## config.mk

```make
export PLATFORM = sky130hd
export DESIGN_NAME = tree_deserializer
export DESIGN_NICKNAME = d
export VERILOG_FILES = /design/src/rtl/tree_deserializer.sv
export SDC_FILE = /design/constraint.sdc
export NUM_CORES = 1
export LEC_CHECK = 0
export ABC_AREA = 1
export CORE_MARGIN = 2
export CORE_UTILIZATION = 48
export CTS_CLUSTER_SIZE = 8
export DETAILED_ROUTE_END_ITERATION = 7
export GPL_TIMING_DRIVEN = 1
export PLACE_DENSITY = 0.76
export SYNTH_ARGS = -nofsm -noshare
export SYNTH_HDL_FRONTEND = slang
export SYNTH_SLANG_ARGS = --single-unit
```

## constraint.sdc

```tcl
create_clock -name clk_i -period 1.4 [get_ports clk_i]
set_input_delay 0.28 -clock clk_i [delete_from_list [all_inputs] [get_ports clk_i]]
set_output_delay 0.28 -clock clk_i [all_outputs]
set_load 0.05 [all_outputs]
```

## src/rtl/tree_deserializer.sv

```systemverilog
// Serial-to-parallel receiver: hunts for SYNC_WORD at any bit offset, confirms
// alignment over LOCK_WORDS consecutive sync words, then emits one word per FROM bits.
module tree_deserializer #(
  parameter int unsigned     FROM       = 8,
  parameter int unsigned     LOGFROM    = 3,
  parameter logic [FROM-1:0] SYNC_WORD  = 8'hA5,
  parameter int unsigned     LOCK_WORDS = 3
) (
  input  logic            clk_i,
  input  logic            reset_ni,
  input  logic            data_i,
  input  logic            resync_i,
  output logic [FROM-1:0] data_o,
  output logic            valid_o,
  output logic            locked_o,
  output logic            align_err_o
);

  typedef enum logic [1:0] {
    ST_HUNT   = 2'd0,
    ST_VERIFY = 2'd1,
    ST_LOCKED = 2'd2
  } state_e;

  localparam logic [LOGFROM-1:0] CNT_LAST = LOGFROM'(FROM - 1);
  localparam logic [LOGFROM-1:0] CNT_ONE  = LOGFROM'(1);
  localparam logic [3:0]         LOCK_CNT = 4'(LOCK_WORDS);
  localparam bit                 ONE_WORD_LOCK = (LOCK_WORDS == 1);

  state_e             state_q, state_d;
  logic [FROM-1:0]    sr_q, sr_d;
  logic [LOGFROM-1:0] cnt_q, cnt_d;
  logic [3:0]         mcnt_q, mcnt_d;
  logic [FROM-1:0]    data_q, data_d;
  logic               valid_q, valid_d;
  logic               locked_q, locked_d;
  logic               err_q, err_d;

  logic               sync_hit;
  logic               boundary;
  logic [3:0]         mcnt_inc;

  // The newest bit enters at the MSB, so bit 0 ends up holding the first bit of a word.
  always_comb begin
    sr_d     = {data_i, sr_q[FROM-1:1]};
    sync_hit = (sr_d == SYNC_WORD);
    boundary = (cnt_q == CNT_LAST);
    mcnt_inc = mcnt_q + 4'd1;

    state_d  = state_q;
    cnt_d    = cnt_q;
    mcnt_d   = mcnt_q;
    data_d   = data_q;
    valid_d  = 1'b0;
    err_d    = 1'b0;

    if (resync_i) begin
      state_d = ST_HUNT;
      mcnt_d  = 4'd0;
    end else begin
      case (state_q)
        ST_HUNT: begin
          if (sync_hit) begin
            cnt_d   = '0;
            mcnt_d  = 4'd1;
            state_d = ONE_WORD_LOCK ? ST_LOCKED : ST_VERIFY;
          end
        end
        ST_VERIFY: begin
          cnt_d = cnt_q + CNT_ONE;
          if (boundary) begin
            if (sync_hit) begin
              mcnt_d = mcnt_inc;
              if (mcnt_inc == LOCK_CNT) begin
                state_d = ST_LOCKED;
              end
            end else begin
              // A failed boundary drops straight back to hunting; this cycle is not re-searched.
              err_d   = 1'b1;
              mcnt_d  = 4'd0;
              state_d = ST_HUNT;
            end
          end
        end
        ST_LOCKED: begin
          cnt_d = cnt_q + CNT_ONE;
          if (boundary) begin
            data_d  = sr_d;
            valid_d = 1'b1;
          end
        end
        default: begin
          state_d = ST_HUNT;
        end
      endcase
    end

    locked_d = (state_d == ST_LOCKED);
  end

  always_ff @(posedge clk_i or negedge reset_ni) begin
    if (!reset_ni) begin
      state_q  <= ST_HUNT;
      sr_q     <= '0;
      cnt_q    <= '0;
      mcnt_q   <= 4'd0;
      data_q   <= '0;
      valid_q  <= 1'b0;
      locked_q <= 1'b0;
      err_q    <= 1'b0;
    end else begin
      state_q  <= state_d;
      sr_q     <= sr_d;
      cnt_q    <= cnt_d;
      mcnt_q   <= mcnt_d;
      data_q   <= data_d;
      valid_q  <= valid_d;
      locked_q <= locked_d;
      err_q    <= err_d;
    end
  end

  assign data_o      = data_q;
  assign valid_o     = valid_q;
  assign locked_o    = locked_q;
  assign align_err_o = err_q;

endmodule

```

# Word-level counts from Yosys, hierarchy flattened
# Index checks and enable logic that the tools add are counted.
dict set report op_classes {
  mux 20
  n_bitwise 1
  reduce_logical 7
  addsub 2
  eq_ne 9
}
# cell n
set op_table {}
lappend op_table {{4-bit 2-to-1 mux} 4}
lappend op_table {{2-bit 2-to-1 mux} 5}
lappend op_table {{3-bit AND reduction} 3}
lappend op_table {{8-bit == test (second input constant)} 1}
lappend op_table {{4-bit one-hot mux with 2 select lines} 1}
lappend op_table {{1-bit 2-to-1 mux} 7}
lappend op_table {{3-bit != test (second input constant)} 2}
lappend op_table {{2-bit one-hot mux with 3 select lines} 1}
lappend op_table {{3-bit one-hot mux with 2 select lines} 1}
lappend op_table {{4-bit by 1-bit adder with 4-bit output (second input constant)} 1}
lappend op_table {{2-bit == test (second input constant)} 2}
lappend op_table {{4-bit by 2-bit == test with 1-bit output (second input constant)} 1}
lappend op_table {{3-bit by 1-bit adder with 3-bit output (second input constant)} 1}
lappend op_table {{3-bit == test (second input constant)} 1}
lappend op_table {{3-bit 2-to-1 mux} 1}
lappend op_table {{3-bit nonzero test} 1}
lappend op_table {{2-bit by 1-bit == test with 1-bit output (second input constant)} 1}
lappend op_table {{2-bit logical NOT} 1}
lappend op_table {{2-bit != test (second input constant)} 1}
lappend op_table {{2-bit nonzero test} 1}
lappend op_table {{2-bit OR reduction} 1}
lappend op_table {{1-bit NOT} 1}
dict set report word_totals {
  regBits 28
  elab_cells 47
  out_inout_bits 11
  input_bits 4
}

# Longest topological paths before layout
# Gate-level depths: netlist of the first run.
dict set report logic_depth {
  depth_word 8
  depth_mapped 11
  depth_no_buf 11
}

# Least setup slack after synthesis of the first run
# No wires, ideal clock.
dict set report synth_path {
  kind {register to register}
  startpoint {register state_q[1]}
  endpoint {register mcnt_q[3]}
  stages_incl_launch_ff 9
  setup_slack_ns 0.010
  arrival_time_ns 1.316
  setup_time_ns 0.074
  period_less_slack_ns 1.390
  path_buffers 0
  required_time_ns 1.326
  path_cell_list {dfrtp_1 -> inv_1 -> ha_1 -> or2_0 -> o21ai_1 -> a21oi_2 -> nor2_4 -> nand2_1 -> o21ai_2}
}
dict set report synth_between {
  elab_chain_len 3
  word_cells_on_any_way 8
  classes_between {3 x eq/ne; 2 x mux; 3 x reduce/logical}
}
# element line
set synth_rtl {}
lappend synth_rtl {{from (decl)} 30} ;# state_e state_q, state_d;
lappend synth_rtl {{from (signal assigned)} 112} ;# state_q <= state_d;
lappend synth_rtl {{2-bit by 1-bit == test with 1-bit output / 2-bit logical NOT (equally long branches)} 61} ;# case (state_q)
lappend synth_rtl {{3-bit != test (no line) (tied with other cells)} --}
lappend synth_rtl {{3-bit AND reduction (no line) / 4-bit 2-to-1 mux (equally long branches)} --}
lappend synth_rtl {{to (signal assigned)} 115} ;# mcnt_q <= mcnt_d;
lappend synth_rtl {{to (decl)} 33} ;# logic [3:0] mcnt_q, mcnt_d;
# Several ways; a longest one is shown, not always the timed one.
# A chain may end at the register's enable or synchronous reset.

# Worst setup path after layout of the first run
dict set report layout_path {
  startpoint {register state_q[0]}
  endpoint {register mcnt_q[2]}
}
# Same word-level chain as after synthesis.

==> results.md, run 1 <==
* Diode count at 0
* M3 GR Usage at under 10%
* Dpl cells at about 190
* Final GP Congestion at 0.7635
* Asr flop ratio synth at 100.0%
* CTS HTree Levels at 1
* Syn-to-layout area delta at 45.58%
* Routed via count at between 1000 and 1500
* Worst Setup Start Kind: flip-flop
* GRT met1 Usage at 18.39%
* NumNets Final at 190
* Tcrit/Tclk final at 106.4%
* Tmin final at between 1 and 1.5 ns
* GRT Residual Overflow at 0
* I/O pin count at 15
* I/O Buffers at 14
* Post-CTS Hold Buffers at 0
* Run status: finished with violations
* Primary FF master, synth: dfrtp_1
* Syn Std Cell Area at 0.001260 mm2
* Yosys warning total at 0
* Max VDD drop at slightly below 700 uV
* WP buf/inv at 1
* Leakage power total at between 0.0008 and 0.0009 uW
* Post-DP HPWL at ~1.7 mm
* Vias per std cell at ~5.1
* Synthesized net count at around 150
* Initial antenna violation count at 0
* Final setup fails at 4
* Crit path DAT at 1.76 ns
* Pre-Repair DR Iteration Count at 4
* First-iteration detailed-routing DRC count at 21
* Antenna Nets Post-Route at 0
* Post-synthesis sequential area ratio at 53.62%
* Final Hold Vio Count at 0
* Top Family by Delay on Critical Path: simple AND/OR/NAND/NOR gates
* Fin cells at around 210
* WL final at between 2 and 3 mm
* Critical path peak fanout at 7
* Placed cell area at between 0.0015 and 0.002 mm2
* Worst Setup End Kind: flip-flop
* Slew headroom at roughly 77%
* Crit Path Category: flip-flop to flip-flop
* Cell area after layout at 0.001834 mm2
* Die ar. at approximately 0.0031 mm2
* Mapped Cells at around 140
* DR WL/cell at about 13 um
* Clk pin slew, worst setup/hold paths at around 0.16 ns
* Layout cells sized above 1 at 40.34%
* Post-synth EDFFs at 0
* RSZ-0062 raised after global routing: true
* # Max-Cap Violations at 0
* Commonest cells after routing, fill and taps aside: nand2_1, dfrtp_1, buf_4, buf_12, inv_1
* Drt drc at 0
* TritonCTS clock tree: built
* Clock Sink Count at 27
* HP Class: input pin to asynchronous set/reset pin
* CP max stage cell: dfrtp_2
* Initial Util at approximately half
* Largest net degree at the start of global routing at 28
* Worst-path cell chain: inv_2 > ha_4 > or2_1 > o21ai_2 > a21oi_2 > nor2_4 > nand2_1 > o21ai_1
* Fmax at ~670 MHz
* Syn avg cell area at about 9 um2
* Worst slack, placed at -0.1886 ns
* Clock Path Buffers at 2
* Die height at between 50 and 60 um
* Worst-Skew Late Latency at between 0.3 and 0.4 ns
* Total Routing Usage GR at 16.81%
* Fin Clk Skew at ~0.010 ns
* Vias in the first global route at 986
* Critical path data required time at 1.67 ns
* Clock root buffer master: clkbuf_4
* Final worst slack at -0.08996 ns
* First-pass GRT wire length at roughly 4.1 mm
* Failing checks: setup timing
* CP peak stage delay at around 0.44 ns
* Cts bufs inserted at 3
* Fin. max-slew vios at 0
* Power Density at between 800 and 900 mW/mm2
* Hold Slack at a little under 0.3 ns
* Distinct cells, synth at 21
* Synth Register Bits at 27
* GRT busiest layer: met2
* Worst-margin pin slew at between 0.3 and 0.4 ns
* Cell row count at 18
* Fillers at ~160
* Core box area at about 0.0025 mm2
* Leading cell type in the layout, fill and taps excluded: nand2_1
* Die span in x at roughly 55 um
* Met2 capacity usage during global routing at 30.44%
## registers in the layout (all words and copies together) (netlist names)
register	count
data_o	8
sr_q	7
mcnt_q	4
cnt_q	3
state_q	2
align_err_o	1
locked_o	1
valid_o	1
## area by class of cell
| cell class | instances | area (um2) | area share, % |
|---|---|---|---|
| Clock inverter | 1 | 8.758 | 0.4775 |
| Multi-Input combinational cell | 93 | 596.8 | 32.54 |
| Timing Repair Buffer | 35 | 422.9 | 23.06 |
| Clock buffer | 3 | 22.52 | 1.228 |
| Tap cell | 30 | 37.54 | 2.046 |
| Inverter | 17 | 66.31 | 3.615 |
| Sequential cell | 27 | 679.4 | 37.04 |
## cells in the mapped netlist, types with 2 or more instances
master	n	share of area, %
ha_1	9	8.9
nand2_1	47	14
dfrtp_1	27	54
o21ai_0	5	2.0
o21ai_1	6	2.4
a21oi_2	2	1.4
inv_1	15	4.5
nor2_4	3	2.7
nand3_1	8	3.2
nor2_1	4	1.2
nand2_2	2	0.99
## per-stage QoR
stage | utilization [%] | power [uW] | setup TNS (ns)
after global placement | 65.30 | 1076 | -1.351
after detailed placement | 65.30 | 1089 | -1.572
after floorplan | - | 977.3 | 0
after CTS | 69.29 | 1474 | -0.03733
after global routing | 74.04 | 1591 | -0.8529
final | 74.04 | 1523 | -0.1688
## power by group
part	internal, uW	total, uW	switching, uW
Sequential	822	855	33.2
Combinational	147	297	151
Clock	117	371	254
Total	1090	1520	437
## routing by layer
| layer | part of all wire (%) | up-vias |
|---|---|---|
| met1 | 41 | 505 |
| met2 | 54 | 26 |
| met5 | 0 | - |
| li1 | - | 511 |
| met3 | 2.6 | 9 |
| met4 | 2.9 | 0 |
## worst paths after layout
path | from | endpoint | cells after the start | slack, ns
worst max-delay path | state_q[0] | mcnt_q[2] | 8 | -0.09
worst min-delay path | reset_ni | data_o[5] | 2 | 0.29
min in group clk_i | sr_q[4] | sr_q[3] | 0 | 0.41
worst max register to register | state_q[0] | mcnt_q[2] | 8 | -0.09
max in group asynchronous | reset_ni | state_q[0] | 2 | 0.82
worst min register to register | sr_q[4] | sr_q[3] | 0 | 0.41
## repair_timing
item | in CTS | in global routing
endpoints found under the hold margin | 0 | 0
cloned | 0 | 0
setup buffers | 4 | 7
gates resized for setup | 12 | 24
pin swaps | 5 | 15
setup endpoints to repair | 6 | 14
## kinds of logic (layout without fill, tap and decap cells)
group | count (synthesis) | after routing | synth area share, %
and+or+nand+nor | 69 | 69 | 25.12
AOI/OAI and AO/OA | 15 | 15 | 6.852
buffers and inverters | 18 | 56 | 5.460
adders and majority gates | 9 | 9 | 8.938
DFF | 27 | 27 | 53.62
(Power assumes the default switching activity.)
==> inputs of run 2 (changes only) <==
Settings changed: HOLD_SLACK_MARGIN set to 0.06.
==> results of run 2 <==
The final DEF is identical to that of run 1; final timing and power are the same.
